[src/rtl/echo_smoother.sv]
// echo_smoother
// Cleans up raw ultrasonic echo widths before the inches display sees them.
// Samples outside [MIN_CYCLES, MAX_CYCLES] are rejected. Good samples go into a
// 2^DEPTH_LOG2-deep ring buffer. The output is the newest sample while the
// buffer is filling, and the truncated running average once it is full.
// After STALE_LIMIT consecutive rejects, stale is raised and the buffer is
// flushed. out_cycles keeps its last good value so the display does not blank.
//
// Handshake: in_valid is a one-cycle strobe with no back-pressure. A strobe is
// taken only while busy is low. A strobe seen while busy is high is dropped
// without side effects. out_valid is a one-cycle pulse that marks a new
// out_cycles value.
//
// Ports:
//   clk, reset         12 MHz clock; synchronous active-high reset
//   in_cycles/in_valid raw echo width and its strobe
//   out_cycles         filtered width (held between updates)
//   out_valid          pulse when out_cycles updates
//   stale              high after STALE_LIMIT consecutive rejects
//   fill_count         number of good samples buffered, 0..2^DEPTH_LOG2
//   busy               high while a sample is being processed
module echo_smoother #(
  parameter int WIDTH       = 32,
  parameter int DEPTH_LOG2  = 2,
  parameter int MIN_CYCLES  = 1800,
  parameter int MAX_CYCLES  = 360000,
  parameter int STALE_LIMIT = 8
) (
  input  logic                  clk,
  input  logic                  reset,
  input  logic [WIDTH-1:0]      in_cycles,
  input  logic                  in_valid,
  output logic [WIDTH-1:0]      out_cycles,
  output logic                  out_valid,
  output logic                  stale,
  output logic [DEPTH_LOG2:0]   fill_count,
  output logic                  busy
);

  localparam int DEPTH = 1 << DEPTH_LOG2;
  localparam int SUM_W = WIDTH + DEPTH_LOG2;
  localparam int REJ_W = $clog2(STALE_LIMIT + 1);
  localparam logic [DEPTH_LOG2:0] FULL_COUNT = (DEPTH_LOG2 + 1)'(DEPTH);
  localparam logic [REJ_W-1:0]    REJ_LIMIT  = REJ_W'(STALE_LIMIT);

  typedef enum logic [1:0] {
    IDLE   = 2'd0,
    UPDATE = 2'd1,
    EMIT   = 2'd2
  } state_t;

  // state is left as a named signal so checkers can bind to it directly.
  state_t state;
  state_t state_next;

  logic [WIDTH-1:0]      sample_q;
  logic [WIDTH-1:0]      sample_buf [DEPTH];
  logic [DEPTH_LOG2-1:0] wr_ptr;
  logic [SUM_W-1:0]      sum;
  logic [REJ_W-1:0]      rej_count;

  logic                  accept;
  logic                  full;
  logic [WIDTH-1:0]      evicted;
  logic [SUM_W-1:0]      sum_next;
  logic [DEPTH_LOG2:0]   fill_next;
  logic [REJ_W-1:0]      rej_next;
  logic [SUM_W-1:0]      avg_wide;

  // Datapath for the UPDATE cycle
  always_comb begin
    accept    = (sample_q >= WIDTH'(MIN_CYCLES)) && (sample_q <= WIDTH'(MAX_CYCLES));
    full      = (fill_count == FULL_COUNT);
    // The slot about to be overwritten holds the oldest sample only once the
    // ring is full. Before that, the slot holds nothing that belongs in the sum.
    evicted   = full ? sample_buf[wr_ptr] : '0;
    sum_next  = sum + SUM_W'(sample_q) - SUM_W'(evicted);
    fill_next = full ? fill_count : fill_count + (DEPTH_LOG2 + 1)'(1);
    rej_next  = (rej_count == REJ_LIMIT) ? rej_count : rej_count + REJ_W'(1);
    avg_wide  = sum_next >> DEPTH_LOG2;
  end

  // Next-state logic
  always_comb begin
    state_next = state;
    case (state)
      IDLE:    if (in_valid) state_next = UPDATE;
      UPDATE:  state_next = EMIT;
      EMIT:    state_next = IDLE;
      default: state_next = IDLE;
    endcase
  end

  assign busy = (state != IDLE);

  // Control and output registers
  always_ff @(posedge clk) begin
    if (reset) begin
      state      <= IDLE;
      sample_q   <= '0;
      wr_ptr     <= '0;
      sum        <= '0;
      rej_count  <= '0;
      fill_count <= '0;
      stale      <= 1'b0;
      out_cycles <= '0;
      out_valid  <= 1'b0;
    end else begin
      state     <= state_next;
      out_valid <= 1'b0;
      case (state)
        IDLE: begin
          if (in_valid) sample_q <= in_cycles;
        end
        UPDATE: begin
          if (accept) begin
            wr_ptr     <= wr_ptr + DEPTH_LOG2'(1);
            sum        <= sum_next;
            fill_count <= fill_next;
            rej_count  <= '0;
            stale      <= 1'b0;
            // Registered here so the pulse and value are visible during EMIT.
            out_valid  <= 1'b1;
            out_cycles <= (fill_next == FULL_COUNT) ? WIDTH'(avg_wide) : sample_q;
          end else begin
            rej_count <= rej_next;
            if (rej_next == REJ_LIMIT) begin
              stale      <= 1'b1;
              fill_count <= '0;
              sum        <= '0;
              wr_ptr     <= '0;
            end
          end
        end
        default: ;
      endcase
    end
  end

  // The sample storage has no reset. Slots are only read for eviction once
  // fill_count says they hold valid data.
  always_ff @(posedge clk) begin
    if (!reset && state == UPDATE && accept) sample_buf[wr_ptr] <= sample_q;
  end

endmodule

[config.mk]
export PLATFORM = sky130hd
export DESIGN_NAME = echo_smoother
export DESIGN_NICKNAME = d
export VERILOG_FILES = /design/src/rtl/echo_smoother.sv
export SDC_FILE = /design/constraint.sdc
export NUM_CORES = 1
export LEC_CHECK = 0
export CAP_MARGIN = 20
export CORE_UTILIZATION = 64
export DETAILED_ROUTE_END_ITERATION = 8
export PLACE_DENSITY = 0.86
export SYNTH_ARGS = -nofsm -noshare
export SYNTH_HDL_FRONTEND = slang
export SYNTH_SLANG_ARGS = --single-unit
[constraint.sdc]
create_clock -name clk -period 9.4 [get_ports clk]
set_input_delay 2.35 -clock clk [delete_from_list [all_inputs] [get_ports clk]]
set_output_delay 2.35 -clock clk [all_outputs]
set_load 0.03 [all_outputs]
==> results.sh <==
export IMPL_synth_edf_count=128
export IMPL_grt_pass1_wl_mm=44.81
export IMPL_max_vdd_ir_drop_mv=0.1638
export IMPL_clockBufferDepth=3
export IMPL_start_util_pct=65.62
export IMPL_pwr_share_seq_pct=43.6
export IMPL_n_antenna_cell=0
export IMPL_drtAntennaViolNets=0
export IMPL_htree_levels=1
export IMPL_viasPerCell=6.086
export IMPL_ys_warn_count=0
export IMPL_grt_max_degree=84
export IMPL_avgSynthCellArea_sq_um=10.79
export IMPL_holdBufCountCts=0
export IMPL_nFillCells=1144
export IMPL_synth_seq_area_share_pct=51.44
export IMPL_via_count=8605
export IMPL_drt_wl_total_mm=28.01
export IMPL_worstPathCellList="buf_4 > mux4_2 > nor2b_1 > fa_1 > inv_1 > ha_1 > and3_1 > o21a_1 > a311o_1 > a22o_1 > o31a_1 > a211o_1 > xnor2_2 > xnor2_1 > a21oi_2 > nor2_1"
export IMPL_mostFrequentLayoutCells="inv_1, edfxtp_1, nand2_1"
export IMPL_core_sq_mm=0.01809
export IMPL_status="complete, but fails checks"
export IMPL_gr_total_overflow=0
export IMPL_clk_pin_slew_worst_paths_ns=0.07
export IMPL_fp_dieW_um=138.2
export IMPL_final_common_cell="inv_1"
export IMPL_finalSetupViolCount=0
export IMPL_power_density_mw_per_mm2=193.8
export IMPL_relSlewSlack_pct=34.59
export IMPL_fin_crit_ns=4.935
export IMPL_grt_antenna_before_repair=0
export IMPL_switchingPower_w=0.0007101
export IMPL_synth_top_cell_by_area="edfxtp_1"
export IMPL_io_pins=73
export IMPL_synth_seq_cells=241
export IMPL_post_cts_buffers=0
export IMPL_rows=49
export IMPL_portBuffers=72
export IMPL_skew_ns=0.01742
export IMPL_total_power_w=0.002649
export IMPL_cp_max_fo=25
export IMPL_critical_path_startpoint_type="flop"
export IMPL_violations="DRC"
export IMPL_fin_util_pct=75.60
export IMPL_placed_cell_area_sq_mm=0.01281
export IMPL_die_area_sq_mm=0.01909
export IMPL_cp_data_required_time_ns=9.81
export IMPL_dr_pass1_iters=8
export IMPL_finalHoldViolations=0
export IMPL_clkPwrFrac_pct=38.7
export IMPL_swShare_pct=26.80
export IMPL_nets=1276
export IMPL_crit_arrival_ns=5.34
export IMPL_pwr_share_comb_pct=17.7
export IMPL_cts_buffers=25
export IMPL_drt_iter0_drc=884
export IMPL_gp_congestion=0.9184
export IMPL_worstMarginPinSlew_ns=0.9745
export IMPL_ys_flop_type="edfxtp_1"
export IMPL_wl_per_cell_um=19.81
export IMPL_finalCritPeriodShare_pct=52.50
export IMPL_slowest_delay_ns=0.58
export IMPL_crit_type="reg2reg"
export IMPL_drive_gt1_share_pct=8.101
export IMPL_drv_cap=0
export IMPL_async_flop_share_pct=0
export IMPL_critPathSlowestCell="mux4_2"
export IMPL_syn2layout_area_growth_pct=15.20
export IMPL_synth_area_sq_mm=0.01187
export IMPL_netlist_area_leader_share_pct=32.38
export IMPL_ys_top_cells_by_area="edfxtp_1, dfxtp_1, mux4_2, fa_1, ha_1"
export IMPL_leakage_nw=5.052
export IMPL_ys_types=62
export IMPL_cp_top_family="compound AO/OA/AOI/OAI gates"
export IMPL_cts_root_buf="clkbuf_16"
export IMPL_grtUsageTotal_pct=29.92
export IMPL_grt_pass1_vias=8602
export IMPL_crit_buf_inv=2
export IMPL_clkLatencyLatePin_ns=0.53
export IMPL_final_area_sq_mm=0.01367
export IMPL_rsz0062_at_grt="no"
export IMPL_remaining_drc_errors=12
export IMPL_p_int_w=0.001939
export IMPL_syn_num_nets=1209
export IMPL_cts_tree="done"
export IMPL_r2r_slack_ns=4.46
export IMPL_cts_resized=0
export IMPL_die_height_um=138.2
export IMPL_hp_class="reg2reg"
export IMPL_clock_sinks=241
export IMPL_cp_end_kind="flop"
export IMPL_synth_cells=1100
export IMPL_tns_ns=0
export IMPL_fmax_mhz=202.6
export IMPL_dp_hpwl_mm=18.31
export IMPL_slew_viol_final=0
[final timing paths]
kind,startpoint,end,depth (start not counted)
max reg2reg,flop,out_cycles[31],16
min,sum[32],sum[32],2
min reg2reg,sum[32],sum[32],2
max,flop,out_cycles[31],16
[synthesized netlist by cell type (all sizes together) (9+ instances only)]
cell	number
a21o	19
dfxtp	113
nand3	32
o21ai	23
xor2	15
xnor2	16
nor2b	37
and3	10
a22o	15
edfxtp	128
fa	32
a21oi	84
a22oi	9
clkbuf	34
buf	12
nand2	127
a211oi	16
inv	137
ha	42
mux4	32
nor3	28
nor2	63
[per-layer routing]
| metal | part of all wire (%) | vias to the layer above | track usage (%) | routed length (um) |
|---|---|---|---|---|
| met3 | 7.9 | 78 | 4.676 | 2215 |
| met1 | 41 | 4178 | 39.38 | 11370 |
| met4 | 3.6 | 0 | 11.41 | 996 |
| met2 | 48 | 375 | 50.46 | 13430 |
| met5 | 0 | - | 0 | 0 |
| li1 | - | 3974 | - | - |
[worst register-to-register path: cells and delay by family (launching register included)]
kind	cells	cell delay (ns)
buf+inv	2	0.56
mux	1	0.59
flops	1	0.49
simple gates	3	0.42
compound gates	6	1.59
fa+ha+maj	2	0.87
xor+xnor	2	0.30
[sequential cells by signal, summed over array words and instances (netlist names), named ones only]
register,flops
state,2
sum,34
out_valid,1
rej_count,4
sample_q,32
fill_count,3
wr_ptr,2
out_cycles,32
stale,1
sample_buf,128
[cells by family (layout without fill, tap and decap cells)]
logic type | count (synthesis) | in the layout | synth area share [%]
adder cells (fa/ha/maj) | 74 | 74 | 9.825
AND/OR/NAND/NOR | 330 | 330 | 12.96
multiplexers | 33 | 33 | 6.156
buffers and inverters | 183 | 268 | 5.882
XOR/XNOR | 31 | 31 | 2.351
AO/OA/AOI/OAI | 208 | 208 | 11.39
flip-flops | 241 | 241 | 51.44
[stage by stage]
step	std cells	setup slack, ns	hold WS, ns
global placement	1368	4.488	0.4352
floorplan	1100	4.736	0.4250
global route	1414	4.169	0.4917
CTS	1413	4.462	0.4519
detailed placement	1368	4.369	0.4433
finish	1414	4.465	0.4589
[power groups by stage]
stage                     combinational [W]  sequential (W)  clock, W
final                              0.000470         0.00116   0.00102
after global routing               0.000511         0.00116   0.00107
after CTS                          0.000460         0.00115   0.00103
after detailed placement           0.000450         0.00118         0
after global placement             0.000442         0.00118         0
after floorplan                    0.000335         0.00117         0
[layout make-up]
class / count / area [sq um] / share of cell area [%]
Sequential cell: 241 / 6107 / 44.67
Multi-Input combinational cell: 676 / 5087 / 37.21
Timing Repair Buffer: 86 / 833.3 / 6.094
Clock buffer: 36 / 696.9 / 5.097
Inverter: 137 / 514.2 / 3.761
Tap cell: 229 / 286.5 / 2.096
Clock inverter: 9 / 147.6 / 1.080
Power figures use the tool's default switching activity.
